`src/rtl/probe_event_arbiter.sv`:
```
// probe_event_arbiter
//   Watches N_CH probed signals, turns each value change on an enabled
//   channel into an event record, and serialises the records through a
//   single valid/ready output using a round-robin pick among channels that
//   have an unreported change. A newer change on a channel whose previous
//   change is still unreported overwrites it and is counted as dropped.
//
// Ports
//   clk        in   sole clock, rising edge
//   rst        in   asynchronous active-high reset
//   sig_in     in   N_CH*WIDTH probed values, channel c at [c*WIDTH +: WIDTH]
//   ch_en      in   N_CH per-channel enable for new events
//   evt_valid  out  record available
//   evt_ready  in   consumer accepts record when evt_valid && evt_ready
//   evt_chan   out  4-bit channel index of the record
//   evt_value  out  WIDTH channel value carried by the record
//   evt_seq    out  16-bit record sequence number (first record is 1)
//   change_cnt out  32-bit total detected changes (wrapping)
//   drop_cnt   out  16-bit overwritten changes (saturating)
module probe_event_arbiter #(
  parameter int N_CH  = 8,
  parameter int WIDTH = 32
) (
  input  logic                  clk,
  input  logic                  rst,
  input  logic [N_CH*WIDTH-1:0] sig_in,
  input  logic [N_CH-1:0]       ch_en,
  output logic                  evt_valid,
  input  logic                  evt_ready,
  output logic [3:0]            evt_chan,
  output logic [WIDTH-1:0]      evt_value,
  output logic [15:0]           evt_seq,
  output logic [31:0]           change_cnt,
  output logic [15:0]           drop_cnt
);

  logic             r_armed;
  logic [WIDTH-1:0] r_prev [N_CH];
  logic [WIDTH-1:0] r_val  [N_CH];
  logic [N_CH-1:0]  r_pend;
  logic [3:0]       r_rr_ptr;

  logic [WIDTH-1:0] w_slice [N_CH];
  logic [N_CH-1:0]  w_change;
  logic [N_CH-1:0]  w_grant;
  logic [N_CH-1:0]  w_drop;
  logic [N_CH-1:0]  w_rot;
  logic             w_load;
  logic             w_found;
  logic [4:0]       w_off;
  logic [4:0]       w_sum;
  logic [3:0]       w_win;
  logic [3:0]       w_rr_next;
  logic [WIDTH-1:0] w_win_val;
  logic [4:0]       w_n_change;
  logic [4:0]       w_n_drop;
  logic [16:0]      w_drop_sum;

  // The output register may take a new record when empty or being consumed.
  assign w_load = !evt_valid || evt_ready;

  genvar gi;
  generate
    for (gi = 0; gi < N_CH; gi++) begin : g_ch
      assign w_slice[gi]  = sig_in[gi*WIDTH +: WIDTH];
      // Nothing is flagged until the first post-reset edge has loaded prev.
      assign w_change[gi] = r_armed && ch_en[gi] && (w_slice[gi] != r_prev[gi]);
      assign w_grant[gi]  = w_load && w_found && (w_win == 4'(gi));
      // A change that lands on a pending, not-just-granted channel replaces
      // the unreported value.
      assign w_drop[gi]   = w_change[gi] && r_pend[gi] && !w_grant[gi];
    end
  endgenerate

  // Rotate the pending vector so bit 0 corresponds to rr_ptr; the lowest set
  // bit of the rotated vector is then the round-robin winner's offset.
  assign w_rot = N_CH'({r_pend, r_pend} >> r_rr_ptr);

  always_comb begin
    w_found = 1'b0;
    w_off   = '0;
    // Scan downward so the lowest offset is the one left standing.
    for (int i = N_CH - 1; i >= 0; i--) begin
      if (w_rot[i]) begin
        w_found = 1'b1;
        w_off   = 5'(i);
      end
    end
    w_sum     = {1'b0, r_rr_ptr} + w_off;
    w_win     = 4'((w_sum >= 5'(N_CH)) ? (w_sum - 5'(N_CH)) : w_sum);
    w_rr_next = (w_win == 4'(N_CH - 1)) ? 4'd0 : (w_win + 4'd1);
  end

  always_comb begin
    w_win_val  = '0;
    w_n_change = '0;
    w_n_drop   = '0;
    for (int c = 0; c < N_CH; c++) begin
      w_win_val  = w_win_val | (r_val[c] & {WIDTH{w_grant[c]}});
      w_n_change = w_n_change + {4'd0, w_change[c]};
      w_n_drop   = w_n_drop + {4'd0, w_drop[c]};
    end
    w_drop_sum = {1'b0, drop_cnt} + {12'd0, w_n_drop};
  end

  always_ff @(posedge clk or posedge rst) begin
    if (rst) begin
      r_armed    <= 1'b0;
      r_pend     <= '0;
      r_rr_ptr   <= '0;
      evt_valid  <= 1'b0;
      evt_chan   <= '0;
      evt_value  <= '0;
      evt_seq    <= '0;
      change_cnt <= '0;
      drop_cnt   <= '0;
      for (int c = 0; c < N_CH; c++) begin
        r_prev[c] <= '0;
        r_val[c]  <= '0;
      end
    end else begin
      r_armed <= 1'b1;
      for (int c = 0; c < N_CH; c++) begin
        r_prev[c] <= w_slice[c];
        if (w_change[c]) begin
          r_val[c] <= w_slice[c];
        end
      end
      // A change on the granted channel re-arms it with the new value; the
      // outgoing record has already captured the old one.
      r_pend     <= w_change | (r_pend & ~w_grant);
      change_cnt <= change_cnt + {27'd0, w_n_change};
      drop_cnt   <= w_drop_sum[16] ? 16'hFFFF : w_drop_sum[15:0];
      if (w_load) begin
        if (w_found) begin
          evt_valid <= 1'b1;
          evt_chan  <= w_win;
          evt_value <= w_win_val;
          evt_seq   <= evt_seq + 16'd1;
          r_rr_ptr  <= w_rr_next;
        end else begin
          evt_valid <= 1'b0;
        end
      end
    end
  end

endmodule
```
`config.mk`:
```
export PLATFORM = sky130hd
export DESIGN_NAME = probe_event_arbiter
export DESIGN_NICKNAME = d
export VERILOG_FILES = /design/src/rtl/probe_event_arbiter.sv
export SDC_FILE = /design/constraint.sdc
export NUM_CORES = 1
export LEC_CHECK = 0
export CAP_MARGIN = 40
export CORE_MARGIN = 2
export CORE_UTILIZATION = 35
export CTS_CLUSTER_SIZE = 16
export DETAILED_ROUTE_END_ITERATION = 8
export GPL_ROUTABILITY_DRIVEN = 0
export SLEW_MARGIN = 0
export SYNTH_ARGS = -nofsm -noshare
export SYNTH_HDL_FRONTEND = slang
export SYNTH_SLANG_ARGS = --single-unit
```
`constraint.sdc`:
```
create_clock -name clk -period 20.8 [get_ports clk]
set_input_delay 2.08 -clock clk [delete_from_list [all_inputs] [get_ports clk]]
set_output_delay 2.08 -clock clk [all_outputs]
set_load 0.01 [all_outputs]
```
Word level (Yosys, flattened, before mapping)

Index checks and enable logic that the tools add are counted.

Add/sub/neg operators: 20
$lt $le $gt $ge: 1
Equality and inequality tests: 15
Shift operators: 1
Muxes and demuxes: 20
Bitwise gates (word level): 18
Reductions and logical operators: 53

Operators by type and width:

| cell                                                                                 | number |
|---|---|
| 32-bit AND                                                                           | 8 |
| 32-bit inequality test                                                               | 8 |
| 32-bit bitwise OR                                                                    | 7 |
| 1-bit logical AND                                                                    | 41 |
| 5-bit 2-to-1 mux                                                                     | 7 |
| 32-bit by 5-bit adder with 32-bit output                                             | 1 |
| 5-bit by 1-bit adder with 5-bit output                                               | 6 |
| 16-bit by 5-bit adder with 17-bit output                                             | 1 |
| 16-bit by 1-bit adder with 16-bit output (second input constant)                     | 1 |
| 4-bit by 3-bit == test with 1-bit output (second input constant)                     | 4 |
| 16-bit 2-to-1 mux                                                                    | 1 |
| 16-bit by 4-bit >> shifter with 8-bit output                                         | 1 |
| 4-bit by 1-bit adder with 5-bit output                                               | 2 |
| 1-bit zero test                                                                      | 9 |
| 1-bit 2-to-1 mux                                                                     | 9 |
| 3-bit by 1-bit adder with 4-bit output                                               | 2 |
| 8-bit AND                                                                            | 1 |
| 4-bit by 2-bit == test with 1-bit output (second input constant)                     | 2 |
| 4-bit 2-to-1 mux                                                                     | 2 |
| 8-bit inverter                                                                       | 1 |
| 8-bit bitwise OR                                                                     | 1 |
| 2-bit by 1-bit adder with 3-bit output                                               | 2 |
| 4-bit by 5-bit adder with 5-bit output                                               | 1 |
| 5-bit by 4-bit greater-or-equal comparator with 1-bit output (second input constant) | 1 |
| 8 further kinds                                                                      | 9 |

Flip-flop bits (word level): 626

Logic depth before layout (Yosys ltp)

Depth in word-level cells: 25
Gate-level depth with buffers: 33

Least setup slack after synthesis

Ideal clock, no wire load.

Path type: flip-flop to flip-flop
Start point: register r_rr_ptr[0]
End point: register drop_cnt[0]
Library setup time: 130 ps
Arrival: 7350 ps
Path slack: 13321 ps
Stages on the path, launching flop included: 34
Path buffers: 5
Clock period less this slack: 7479 ps
Path through: dfrtp_1 buf_4 buf_6 mux2i_1 nor3b_1 o41a_1 o2111ai_1 a31oi_1 o32ai_1 ha_1 fa_1 inv_1 ha_1 buf_1 nor2b_1 clkbuf_1 inv_1 o211a_1 fa_1 inv_1 fa_1 inv_1 fa_1 inv_1 fa_1 inv_1 fa_1 a21o_1 a21oi_1 nor2b_1 and4_1 nand3_1 clkbuf_1 nand2_1

Word-level cells in the longest chain between the ends: 25

Ends and longest elaborated chain:

| what                                                                                                    | RTL line | text |
|---|---|---|
| start: declaration                                                                                      | 41       | `logic [3:0] r_rr_ptr;` |
| start signal: assignment                                                                                | 140      | `r_rr_ptr <= w_rr_next;` |
| 16-bit by 4-bit >> shifter with 8-bit output                                                            | 77       | `assign w_rot = N_CH'({r_pend, r_pend} >> r_rr_ptr);` |
| 3-bit 2-to-1 mux                                                                                        | 84       | `if (w_rot[i]) begin` |
| 5-bit 2-to-1 mux (7 in series)                                                                          | 84       |  |
| 4-bit by 5-bit adder with 5-bit output (*)                                                              | 89       | `w_sum = {1'b0, r_rr_ptr} + w_off;` |
| named net w_sum[1]                                                                                      | 51       | `logic [4:0] w_sum;` |
| 4-bit subtractor / 5-bit by 4-bit greater-or-equal comparator with 1-bit output (equally long branches) | 90       | `w_win = 4'((w_sum >= 5'(N_CH)) ? (w_sum - 5'(N_CH)) : w_sum);` |
| 4-bit 2-to-1 mux (*)                                                                                    | 90       |  |
| 4-bit by 1-bit == test with 1-bit output / 4-bit zero test (equally long branches)                      | 68       | `assign w_grant[gi] = w_load && w_found && (w_win == 4'(gi));` |
| [... 3 more ...]                                                                                        | n/a      |  |
| 1-bit by 1-bit adder with 2-bit output                                                                  | 101      | `w_n_drop = w_n_drop + {4'd0, w_drop[c]};` |
| 2-bit by 1-bit adder with 3-bit output                                                                  | 101      |  |
| 3-bit by 1-bit adder with 4-bit output                                                                  | 101      |  |
| 4-bit by 1-bit adder with 5-bit output                                                                  | 101      |  |
| 5-bit by 1-bit adder with 5-bit output (2 in series)                                                    | 101      |  |
| 5-bit by 1-bit adder with 5-bit output (*)                                                              | 101      |  |
| 16-bit by 5-bit adder with 17-bit output (*)                                                            | 103      | `w_drop_sum = {1'b0, drop_cnt} + {12'd0, w_n_drop};` |
| 16-bit 2-to-1 mux (*)                                                                                   | 133      | `drop_cnt <= w_drop_sum[16] ? 16'hFFFF : w_drop_sum[15:0];` |
| end signal: assignment                                                                                  | 133      |  |
| end: declaration                                                                                        | 34       | `output logic [15:0] drop_cnt` |

Mark *: on every way through the listed nets, which the timed path passes. The rest lies on a longest branch.
A chain may end at the register's enable or synchronous reset.

Final worst setup path

Start point: register r_rr_ptr[0]
End point: register drop_cnt[8]

Same word-level chain as after synthesis.

==> impl_metrics.json <==
{
  "vias": 17100,
  "syn_to_final_growth_pct": 28.7,
  "final_cells": 3316,
  "clk_latency_ns": 0.62,
  "min_from": "change_cnt[31]$_DFF_PP0_",
  "holdCritPathClass": "reg -> reg",
  "grt_setup_unrepaired": "false",
  "cts_root_buffer": "clkbuf_16",
  "slew_violations": 0,
  "postCtsHoldBufs": 0,
  "syn-cell-area_sq_um": 26000,
  "gr-total-overflow": 0,
  "io_pins": 368,
  "grt_max_degree": 97,
  "cpMaxStageDelayCell": "ha_2",
  "die_width_um": 277,
  "layout_commonest_cell": "dfrtp_1",
  "rows": 100,
  "whs_path_depth": 1,
  "cp_max_fo": 36,
  "cts.sinks": 626,
  "finalCriticalPeriod_ns": 8.51,
  "cts_buffers": 69,
  "synthArstFlopShare_pct": 100,
  "tightest_slew_ns": 1.34,
  "ir_drop_uv": 129,
  "grt_antenna_before_repair": 23,
  "place_inst": 3187,
  "r2r_end": "drop_cnt[8]$_DFF_PP0_",
  "finalSetupViolCount": 0,
  "synth_ff_type": "dfrtp_1",
  "final_cell_mix": "dfrtp_1, clkdlybuf4s50_1, xnor2_1, mux2_2",
  "postSynthAreaPerCell_sq_um": 13.7,
  "p_total_mw": 4.82,
  "finalCritPeriodShare_pct": 40.9,
  "ctsResizeCount": 0,
  "via_per_inst": 5.15,
  "drc": 0,
  "wl_per_cell_um": 24.3,
  "power_frac_clock_pct": 26.3,
  "max_freq_ghz": 0.118,
  "cp.required_ns": 21.26,
  "fin_ws_ns": 12.29,
  "slew_headroom_pct": 10.4,
  "synth_area_leaders": "dfrtp_1, mux2_2, xnor2_1",
  "cts_tree": "done",
  "netlist_instances": 1896,
  "routed_wl_um": 80700,
  "clk_pin_slew_worst_paths_ns": 0.06,
  "drtIter0Drc": 1041,
  "cts.htree.levels": 3,
  "synth_seq_area_share_pct": 60.2,
  "cts_setup_buffers": 0,
  "dpl_worst_slack_ns": 12.35,
  "track_usage_pct": 21.0,
  "finalHoldViolations": 0,
  "r2r-start": "r_rr_ptr[0]$_DFFE_PP0P_",
  "port_buffers": 367,
  "num-nets-final": 2587,
  "internal-power_mw": 2.91,
  "reg2reg_slack_ns": 12.29,
  "p_switching_mw": 1.91,
  "postLayoutCellArea_sq_um": 33500,
  "yosys.area.top_type": "dfrtp_1",
  "first_pass_iters": 5,
  "placed_area_sq_um": 31200,
  "power_density_nw_per_um2": 144,
  "synth-edff-count": 0,
  "dp_hpwl_um": 60400,
  "end_kind": "flip-flop",
  "r2r_cells": 27,
  "drive_above_1_share_pct": 18.6,
  "switching_share_pct": 39.7,
  "grt_pass1_vias": 18000,
  "ys_ff_latch": 626,
  "p_leak_nw": 13.6,
  "cap_violations": 0,
  "seqPwrFrac_pct": 31.8,
  "coreArea_sq_um": 74100,
  "die_area_sq_um": 76600,
  "status": "completed",
  "die_h_um": 277,
  "fin_skew_ns": 0.0189,
  "clock_path_buffers": 3,
  "critPathMaxStageDelay_ns": 0.78,
  "synth_nets": 2194,
  "comb_power_share_pct": 41.9,
  "worst_setup_path_start_kind": "flip-flop",
  "yosys.cell_types.count": 62,
  "critPathArrivalTime_ns": 8.97,
  "ant_nets": 0,
  "ys_warn_count": 0,
  "crit_type": "reg -> reg",
  "tns_ns": 0,
  "netlist.area_leader.share_pct": 60.2,
  "initial_core_util_pct": 35.2,
  "hold_end": "change_cnt[31]$_DFF_PP0_",
  "grt_pass1_wl_um": 119000
}
worst max-delay path, delay by kind of cell (launching register included):
kind | cells | cell delay, ns
AND/OR/NAND/NOR | 4 | 1.04
buffers and inverters | 6 | 0.47
AO/OA/AOI/OAI | 8 | 1.83
flip-flops | 1 | 0.72
multiplexers | 1 | 0.61
adder cells (fa/ha/maj) | 8 | 3.68
layout make-up:
type | instances | area [sq um]
Fill cell | 6611 | 40600
Sequential cell | 626 | 15700
Clock buffer | 98 | 2050
Inverter | 61 | 236
Timing Repair Buffer | 399 | 4110
Tap cell | 969 | 1210
Multi-Input combinational cell | 1132 | 9930
Antenna cell | 5 | 12.5
Clock inverter | 26 | 304
flip-flops by register name, summed over array words and instances (netlist names):
| name | flops |
|---|---|
| r_prev | 256 |
| r_val | 256 |
| change_cnt | 32 |
| evt_value | 32 |
| drop_cnt | 16 |
| evt_seq | 16 |
| r_pend | 8 |
| evt_chan | 4 |
| r_rr_ptr | 4 |
| evt_valid | 1 |
| r_armed | 1 |
metrics by stage:
stage	utilization (%)	hold WS (ns)
after global placement	41.7	0.458
after detailed placement	42.1	0.457
final	45.2	0.463
after floorplan	-	0.480
after global routing	45.2	0.485
after CTS	45.2	0.469
per-layer routing:
layer  vias to the layer above  GRT usage, %  routed length, um
li1                       7607             -                  -
met1                      8852          27.0              34000
met2                       455          34.6              39000
met3                       130          4.79               4790
met4                        32          7.66               2610
met5                         -             0                204
power by group through the flow:
stage	clock, mW	combinational (mW)	sequential [mW]
after CTS	1.30	2.04	1.53
after floorplan	0	1.09	1.53
after global placement	0	1.97	1.55
after global routing	1.35	2.16	1.55
after detailed placement	0	2.04	1.55
final	1.27	2.02	1.53
synthesized netlist by cell type (4+ instances only):
cell type    n
a222oi_1    30
inv_1       61
clkbuf_1    64
o2111ai_1    8
and3_1      14
nand2b_1     9
nor3_1       4
dfrtp_1    626
nand2_1     45
nor4_1      16
a22o_1      33
nor2_1      27
mux4_2       4
nand3_1     20
a21oi_1     45
mux2i_1     36
o211ai_1    11
o21ai_0     13
xnor2_1    292
or2_2        5
fa_1        11
mux2_2     263
a221oi_1    33
mux2_1       4
nand4_1     71
nor2b_1     11
or3_1        6
xor2_1      19
o22a_1       5
o22ai_1     32
ha_1        20
buf_2        4
kinds of logic (layout without fill, tap and decap cells):
kind of cell	after synthesis	count (layout)	synth area share, %
AOI/OAI and AO/OA	244	244	7.14
xor gates and xnor gates	311	311	10.5
adders and majority gates	31	31	1.81
buffers and inverters	138	584	2.18
DFF	626	626	60.2
muxes	307	307	13.3
other	1	6	0.0144
and+or+nand+nor	238	238	4.95
worst max-delay path by stage:
stage	start	endpoint	slack (ns)
6_report	r_rr_ptr[0]$_DFFE_PP0P_	drop_cnt[8]$_DFF_PP0_	12.29
5_1_grt	r_rr_ptr[0]$_DFFE_PP0P_	drop_cnt[3]$_DFF_PP0_	11.69
4_1_cts	r_rr_ptr[0]$_DFFE_PP0P_	drop_cnt[8]$_DFF_PP0_	12.29
3_5_place_dp	r_rr_ptr[0]$_DFFE_PP0P_	drop_cnt[8]$_DFF_PP0_	12.35
3_3_place_gp	r_rr_ptr[0]$_DFFE_PP0P_	drop_cnt[8]$_DFF_PP0_	12.49
2_1_floorplan	rst	change_cnt[0]$_DFF_PP0_	1.19
Note: power is estimated with default switching activity, not from simulation.
